--- src/rtl/ifmap_row_tagger_if.sv ---
// Pixel stream in, tagged IF buffer words out.
// The tagger sits on the slave side; the driver of the pixel stream and
// owner of the IF buffer sits on the master side.
interface ifmap_row_tagger_if #(
    parameter int DATA_WIDTH = 16
);
    logic                  pix_valid;
    logic [DATA_WIDTH-1:0] pix_data;
    logic                  pix_ready;
    logic                  if_full;
    logic                  if_wen;
    logic [DATA_WIDTH+1:0] if_din;

    modport master (
        output pix_valid, pix_data, if_full,
        input  pix_ready, if_wen, if_din
    );

    modport slave (
        input  pix_valid, pix_data, if_full,
        output pix_ready, if_wen, if_din
    );
endinterface

--- src/rtl/ifmap_row_tagger.sv ---
// ifmap_row_tagger: counts pixels per row and rows per frame, tags each pixel
// with start/end-of-row flags and writes it to the IF buffer through a
// two-entry output stage (A drives the buffer, B is the skid entry).
//
// state  | meaning
// IDLE   | waiting for start; config errors reported here
// STREAM | accepting pixels until row_len*num_rows have arrived
// DRAIN  | all pixels accepted; waiting for A and B to empty
module ifmap_row_tagger #(
    parameter int DATA_WIDTH = 16,
    parameter int ROW_LEN_W  = 8,
    parameter int ROW_CNT_W  = 8
) (
    input  logic                 clk,
    input  logic                 rst,
    input  logic                 start,
    input  logic [ROW_LEN_W-1:0] cfg_row_len,
    input  logic [ROW_CNT_W-1:0] cfg_num_rows,
    ifmap_row_tagger_if.slave    bus,
    output logic                 busy,
    output logic                 done,
    output logic                 cfg_err
);
    localparam int WORD_W = DATA_WIDTH + 2;
    localparam logic [ROW_LEN_W-1:0] LEN_ONE = ROW_LEN_W'(1);
    localparam logic [ROW_CNT_W-1:0] CNT_ONE = ROW_CNT_W'(1);

    typedef enum logic [1:0] {
        S_IDLE   = 2'd0,
        S_STREAM = 2'd1,
        S_DRAIN  = 2'd2
    } state_t;

    state_t r_state;
    state_t w_state_nxt;

    logic [ROW_LEN_W-1:0] r_row_len;
    logic [ROW_CNT_W-1:0] r_num_rows;
    logic [ROW_LEN_W-1:0] r_col;
    logic [ROW_CNT_W-1:0] r_row;

    logic              r_a_valid;
    logic [WORD_W-1:0] r_a_data;
    logic              r_b_valid;
    logic [WORD_W-1:0] r_b_data;
    logic              r_pix_ready;
    logic              r_done;
    logic              r_cfg_err;

    logic              w_accept;
    logic              w_write;
    logic              w_col_last;
    logic              w_row_last;
    logic              w_frame_last;
    logic              w_start_ok;
    logic              w_cfg_bad;
    logic [WORD_W-1:0] w_word;
    logic              w_a_valid_nxt;
    logic [WORD_W-1:0] w_a_data_nxt;
    logic              w_b_valid_nxt;
    logic [WORD_W-1:0] w_b_data_nxt;
    logic              w_done_nxt;

    assign w_accept     = bus.pix_valid & r_pix_ready;
    assign w_write      = r_a_valid & ~bus.if_full;
    assign w_col_last   = (r_col == r_row_len - LEN_ONE);
    assign w_row_last   = (r_row == r_num_rows - CNT_ONE);
    assign w_frame_last = w_accept & w_col_last & w_row_last;
    // The done cycle already reads as IDLE, but a start there is not honoured.
    assign w_start_ok   = start & (r_state == S_IDLE) & ~r_done;
    assign w_cfg_bad    = (cfg_row_len == '0) | (cfg_num_rows == '0);
    assign w_word       = {(r_col == '0), w_col_last, bus.pix_data};

    // Output stage: oldest word always sits in A; B only fills while A is stuck.
    always_comb begin
        w_a_valid_nxt = r_a_valid;
        w_a_data_nxt  = r_a_data;
        w_b_valid_nxt = r_b_valid;
        w_b_data_nxt  = r_b_data;
        if (w_write && r_b_valid) begin
            w_a_valid_nxt = 1'b1;
            w_a_data_nxt  = r_b_data;
            w_b_valid_nxt = w_accept;
            if (w_accept) begin
                w_b_data_nxt = w_word;
            end
        end else if (w_write || !r_a_valid) begin
            w_a_valid_nxt = w_accept;
            if (w_accept) begin
                w_a_data_nxt = w_word;
            end
        end else if (w_accept) begin
            w_b_valid_nxt = 1'b1;
            w_b_data_nxt  = w_word;
        end
    end

    // Next-state logic and the done condition for the sequencer.
    always_comb begin
        w_state_nxt = r_state;
        w_done_nxt  = 1'b0;
        case (r_state)
            S_IDLE: begin
                if (w_start_ok && !w_cfg_bad) begin
                    w_state_nxt = S_STREAM;
                end
            end
            S_STREAM: begin
                if (w_frame_last) begin
                    w_state_nxt = S_DRAIN;
                end
            end
            S_DRAIN: begin
                if (!w_a_valid_nxt && !w_b_valid_nxt) begin
                    w_state_nxt = S_IDLE;
                    w_done_nxt  = 1'b1;
                end
            end
            default: w_state_nxt = S_IDLE;
        endcase
    end

    // Sequencer state register.
    always_ff @(posedge clk) begin
        if (rst) begin
            r_state <= S_IDLE;
        end else begin
            r_state <= w_state_nxt;
        end
    end

    // Output stage registers.
    always_ff @(posedge clk) begin
        if (rst) begin
            r_a_valid <= 1'b0;
            r_a_data  <= '0;
            r_b_valid <= 1'b0;
            r_b_data  <= '0;
        end else begin
            r_a_valid <= w_a_valid_nxt;
            r_a_data  <= w_a_data_nxt;
            r_b_valid <= w_b_valid_nxt;
            r_b_data  <= w_b_data_nxt;
        end
    end

    // Configuration latch plus column/row counters.
    always_ff @(posedge clk) begin
        if (rst) begin
            r_row_len  <= '0;
            r_num_rows <= '0;
            r_col      <= '0;
            r_row      <= '0;
        end else if (w_start_ok && !w_cfg_bad) begin
            r_row_len  <= cfg_row_len;
            r_num_rows <= cfg_num_rows;
            r_col      <= '0;
            r_row      <= '0;
        end else if (w_accept) begin
            if (w_col_last) begin
                r_col <= '0;
                r_row <= r_row + CNT_ONE;
            end else begin
                r_col <= r_col + LEN_ONE;
            end
        end
    end

    // Registered handshake and status pulses; ready only while B will be empty.
    always_ff @(posedge clk) begin
        if (rst) begin
            r_pix_ready <= 1'b0;
            r_done      <= 1'b0;
            r_cfg_err   <= 1'b0;
        end else begin
            r_pix_ready <= (w_state_nxt == S_STREAM) & ~w_b_valid_nxt;
            r_done      <= w_done_nxt;
            r_cfg_err   <= w_start_ok & w_cfg_bad;
        end
    end

    assign bus.pix_ready = r_pix_ready;
    assign bus.if_wen    = w_write;
    assign bus.if_din    = r_a_data;
    assign busy          = (r_state != S_IDLE);
    assign done          = r_done;
    assign cfg_err       = r_cfg_err;
endmodule
--- src/flat_wrapper.sv ---
// flat-port wrapper written by rule: the top's interface ports become plain ports
module ifmap_row_tagger_flat 
#(
    parameter int DATA_WIDTH = 16,
    parameter int ROW_LEN_W  = 8,
    parameter int ROW_CNT_W  = 8
)
  (clk, rst, start, cfg_row_len, cfg_num_rows, busy, done, cfg_err, bus_pix_valid, bus_pix_data, bus_if_full, bus_pix_ready, bus_if_wen, bus_if_din);
  ifmap_row_tagger_if #(.DATA_WIDTH(DATA_WIDTH)) bus_i ();
  input  logic clk;
  input  logic rst;
  input  logic start;
  input  logic [ROW_LEN_W-1:0] cfg_row_len;
  input  logic [ROW_CNT_W-1:0] cfg_num_rows;
  output logic busy;
  output logic done;
  output logic cfg_err;
  input wire logic [$bits(bus_i.pix_valid)-1:0] bus_pix_valid;
  input wire logic [$bits(bus_i.pix_data)-1:0] bus_pix_data;
  input wire logic [$bits(bus_i.if_full)-1:0] bus_if_full;
  output wire logic [$bits(bus_i.pix_ready)-1:0] bus_pix_ready;
  output wire logic [$bits(bus_i.if_wen)-1:0] bus_if_wen;
  output wire logic [$bits(bus_i.if_din)-1:0] bus_if_din;
  assign bus_i.pix_valid = bus_pix_valid;
  assign bus_i.pix_data = bus_pix_data;
  assign bus_i.if_full = bus_if_full;
  assign bus_pix_ready = bus_i.pix_ready;
  assign bus_if_wen = bus_i.if_wen;
  assign bus_if_din = bus_i.if_din;
  ifmap_row_tagger #(.DATA_WIDTH(DATA_WIDTH), .ROW_LEN_W(ROW_LEN_W), .ROW_CNT_W(ROW_CNT_W)) u_core (.clk(clk), .rst(rst), .start(start), .cfg_row_len(cfg_row_len), .cfg_num_rows(cfg_num_rows), .bus(bus_i), .busy(busy), .done(done), .cfg_err(cfg_err));
endmodule
--- config.mk ---
export PLATFORM = sky130hd
export DESIGN_NAME = ifmap_row_tagger_flat
export DESIGN_NICKNAME = d
export VERILOG_FILES = /design/src/rtl/ifmap_row_tagger_if.sv /design/src/rtl/ifmap_row_tagger.sv /design/src/flat_wrapper.sv
export SDC_FILE = /design/constraint.sdc
export NUM_CORES = 1
export LEC_CHECK = 0
export ABC_AREA = 1
export ABC_CLOCK_PERIOD_IN_PS = 2500
export CAP_MARGIN = 20
export CORE_MARGIN = 3
export CORE_UTILIZATION = 40
export DETAILED_ROUTE_END_ITERATION = 10
export PLACE_DENSITY_LB_ADDON = 0.08
export SETUP_SLACK_MARGIN = 0.02
export SLEW_MARGIN = 30
export SYNTH_ARGS = -nofsm -noshare
export SYNTH_HDL_FRONTEND = slang
export SYNTH_SLANG_ARGS = --single-unit
--- constraint.sdc ---
create_clock -name clk -period 2.5 [get_ports clk]
set_input_delay 0.375 -clock clk [delete_from_list [all_inputs] [get_ports clk]]
set_output_delay 0.375 -clock clk [all_outputs]
set_load 0.005 [all_outputs]
==> flow_summary_export.csv <==
group,metric,value,unit
clock_tree,cts_hold_buf,0,
clock_tree,cts_tree,"done",
synth,synth_compound_area_frac,0.1438,
setup_path,path_max_fanout,8,
timing,post-route-period-util,0.8413,
place,dpl.hpwl,6.524,mm
timing,finClkSkew,0.01175,ns
cells_and_area,final_cells,678,
synth,ys_ff_latch,75,
clock_tree,cts-root-buf,"clkbuf_8",
clock_tree,clk_pin_slew,0.09,ns
global_route,grt_pass1_wl,15.21,mm
synth,avgSynthCellArea,7.007,sq um
global_route,track_usage,0.1890,
drt,vias,3320,
synth,async_reset_ff_frac,0,
setup_path,r2r-start,"u_core.r_row_len[0]",
clock_tree,cts_resized,0,
setup_path,crit_slowest_cell,"dfxtp_1",
synth,synth_area,0.003490,sq mm
synth,yosysSeqAreaShare,0.4303,
drt,ant_nets,0,
floorplanning,row_count,33,
synth,synth_fa_ha_area_frac,0.01793,
synth,yosysWarnings,0,
clock_tree,htree_num_levels,3,
clock_tree,clock_sinks,75,
global_route,grt_pass1_vias,3212,
clock_tree,clock_latency,0.35,ns
drt,drt_iter0_markers,106,
cells_and_area,seq_area,0.001501,sq mm
timing,setup-tns-final,0,ns
timing,fmax,0.4755,GHz
worst_hold_path,hold_start,"u_core.r_state[0]",
synth,synth_top_family_by_area,"simple AND/OR/NAND/NOR gates",
timing,period_needed,2.103,ns
floorplanning,ios,60,
pwr,power_density,580.4,mW/mm^2
drt,via_per_inst,4.897,
setup_path,worstPathRequired,2.74,ns
worst_hold_path,hp-class,"reg2reg",
setup_path,setup.worst_path.start_class,"register",
drt,routedWlPerCell,13.27,um
floorplanning,start_util,0.4184,
setup_path,cpMostUsedCell,"nand2_1",
timing,max_slew.worst_pin.slew,0.5917,ns
setup_path,end_kind,"register",
clock_tree,post_cts_buffers,0,
cells_and_area,n_antenna_cell,0,
cells_and_area,area_growth,27.97,%
setup_path,crit_type,"reg2reg",
synth,synth_cell_types,30,
status,outcome,"complete, no violations",
cells_and_area,multiInputGateArea,0.001743,sq mm
drt,first_pass_iters,4,
place,dpl.cell_count,662,
pwr,vdd_drop_max,332.2,uV
timing,rsz0062_at_grt,"no",
clock_tree,clockBufferDepth,2,
cells_and_area,fill_cells,835,
floorplanning,dieWidth,99.40,um
cells_and_area,final_nets,610,
pwr,leakage,1.779,nW
drt,wirelength,8.999,mm
synth,synthMuxAreaShare,0,
synth,synth_edf_count,0,
timing,slew_headroom,0.6031,
global_route,antenna_found_initial,0,
setup_path,arrival,2.35,ns
drt,drc,0,
place,gp_congestion,0.9549,
synth,synthSimpleGateAreaFrac,0.2937,
cells_and_area,drive_above_1_share,0.08028,
setup_path,max_stage_delay,0.39,ns
synth,synthCells,498,
synth,synth-xor-area-share,0.04410,
place,io_buffers,59,
pwr,power,0.002592,W
run,cap_violations,0,
synth,syn-num-nets,540,
timing,finalHoldViolCount,0,
floorplanning,core_area,0.008341,sq mm
floorplanning,fp.dieH,99.40,um
global_route,grt_max_degree,31,
setup_path,critical_path.cell_chain,"inv_2 -> ha_1 -> inv_1 -> nand2_1 -> nand2_1 -> nor2_1 -> nand2_1 -> nor2_1 -> nand3_1 -> nor2_2 -> nand3_2 -> inv_2 -> nand2_1 -> o21ai_0 -> nor2_1",
timing,setup_violations,0,
setup_path,cp-startpoint,"u_core.r_row_len[0]",
global_route,grt_overflow,0,
floorplanning,die_area,0.009880,sq mm
synth,synthFlopType,"dfxtp_1",
timing,drv_slew,0,
clock_tree,numCtsBuffers,9,
==> cell families (layout without fill, tap and decap cells) <==
kind of cell | after synthesis | after routing
XOR/XNOR | 16 | 16
AND/OR/NAND/NOR | 249 | 249
adder cells (fa/ha/maj) | 5 | 5
buffers and inverters | 62 | 137
flip-flops | 75 | 75
AO/OA/AOI/OAI | 91 | 91
==> sequential cells by signal (all words and copies together) (netlist names) <==
name                  count
u_core.r_b_data          18
u_core.cfg_err            1
u_core.r_row_len          8
u_core.r_a_valid          1
u_core.r_state            2
u_core.bus.pix_ready      1
u_core.r_num_rows         8
u_core.r_col              8
u_core.r_b_valid          1
u_core.r_row              8
u_core.done               1
u_core.bus.if_din        18
==> placed cells by master (no fill, tap or decap), types with 2 or more instances in the layout <==
cell               n
inv_1             38
a21oi_2            2
clkdlybuf4s50_1   59
a31oi_1           18
nor2_1            70
ha_1               5
nor4_1             7
nand2_1          133
o21ai_0           35
inv_2              5
clkinv_1           2
a21oi_1           33
nor3_1             4
dfxtp_1           75
nand3_1           25
nor2_2             3
xnor2_1            7
xor2_1             8
clkbuf_8          10
nand4_1            3
clkinvlp_4         3
buf_4             17
==> metrics by stage <==
stage	utilization	hold WS [ns]	setup slack (ns)	area, sq um
final	0.5354	0.4460	0.3968	4466
after global routing	0.5354	0.4867	0.09083	4466
after CTS	0.5354	0.4466	0.3913	4466
after detailed placement	0.5111	0.4320	0.1285	4263
after global placement	0.5111	0.4257	0.2346	4263
after floorplan	-	0.3984	0.6875	3490
==> final timing paths <==
check | to | slack [ns] | cells after the start
max reg2reg | u_core.r_row[2] | 0.40 | 15
min reg2reg | u_core.done | 0.45 | 1
max | u_core.r_row[2] | 0.40 | 15
min | u_core.done | 0.45 | 1
==> synth_stat cells, drive strengths merged (2+ instances only) <==
cell type | number | share of area
a21oi | 35 | 0.052
a31oi | 18 | 0.032
buf | 4 | 0.0075
clkbuf | 13 | 0.014
clkinv | 2 | 0.0022
dfxtp | 75 | 0.43
ha | 5 | 0.018
inv | 43 | 0.046
nand2 | 134 | 0.14
nand3 | 26 | 0.039
nand4 | 3 | 0.0054
nor2 | 73 | 0.081
nor3 | 4 | 0.0057
nor4 | 7 | 0.013
o21ai | 36 | 0.052
xnor2 | 7 | 0.018
xor2 | 8 | 0.020
==> routing by layer <==
| layer | track usage | routed length (um) |
|---|---|---|
| met4 | 0.05042 | 60 |
| met2 | 0.3001 | 4092 |
| met5 | 0 | 0 |
| met3 | 0.05891 | 524 |
| met1 | 0.2497 | 4322 |
==> final cells by class <==
| cell class | instances | area share |
|---|---|---|
| tap | 105 | 0.02942 |
| clock inverter | 5 | 0.01373 |
| timing repair buffer | 76 | 0.1608 |
| inverter | 45 | 0.03783 |
| clock buffer | 11 | 0.03166 |
| multi-input combinational | 361 | 0.3903 |
| sequential | 75 | 0.3362 |
==> worst max-delay path, delay by kind of cell, from the launching register on <==
kind,cells,cell delay (ns)
AOI/OAI and AO/OA,1,0.15
and+or+nand+nor,10,0.86
adders and majority gates,1,0.30
DFF,1,0.39
buffers and inverters,3,0.29
==> power breakdown <==
group          internal [W]  switching, W  leakage, nW
registers           0.00123     0.0000284        0.610
logic              0.000176      0.000198         1.08
clock network      0.000492      0.000465       0.0922
Power figures use the tool's default switching activity.
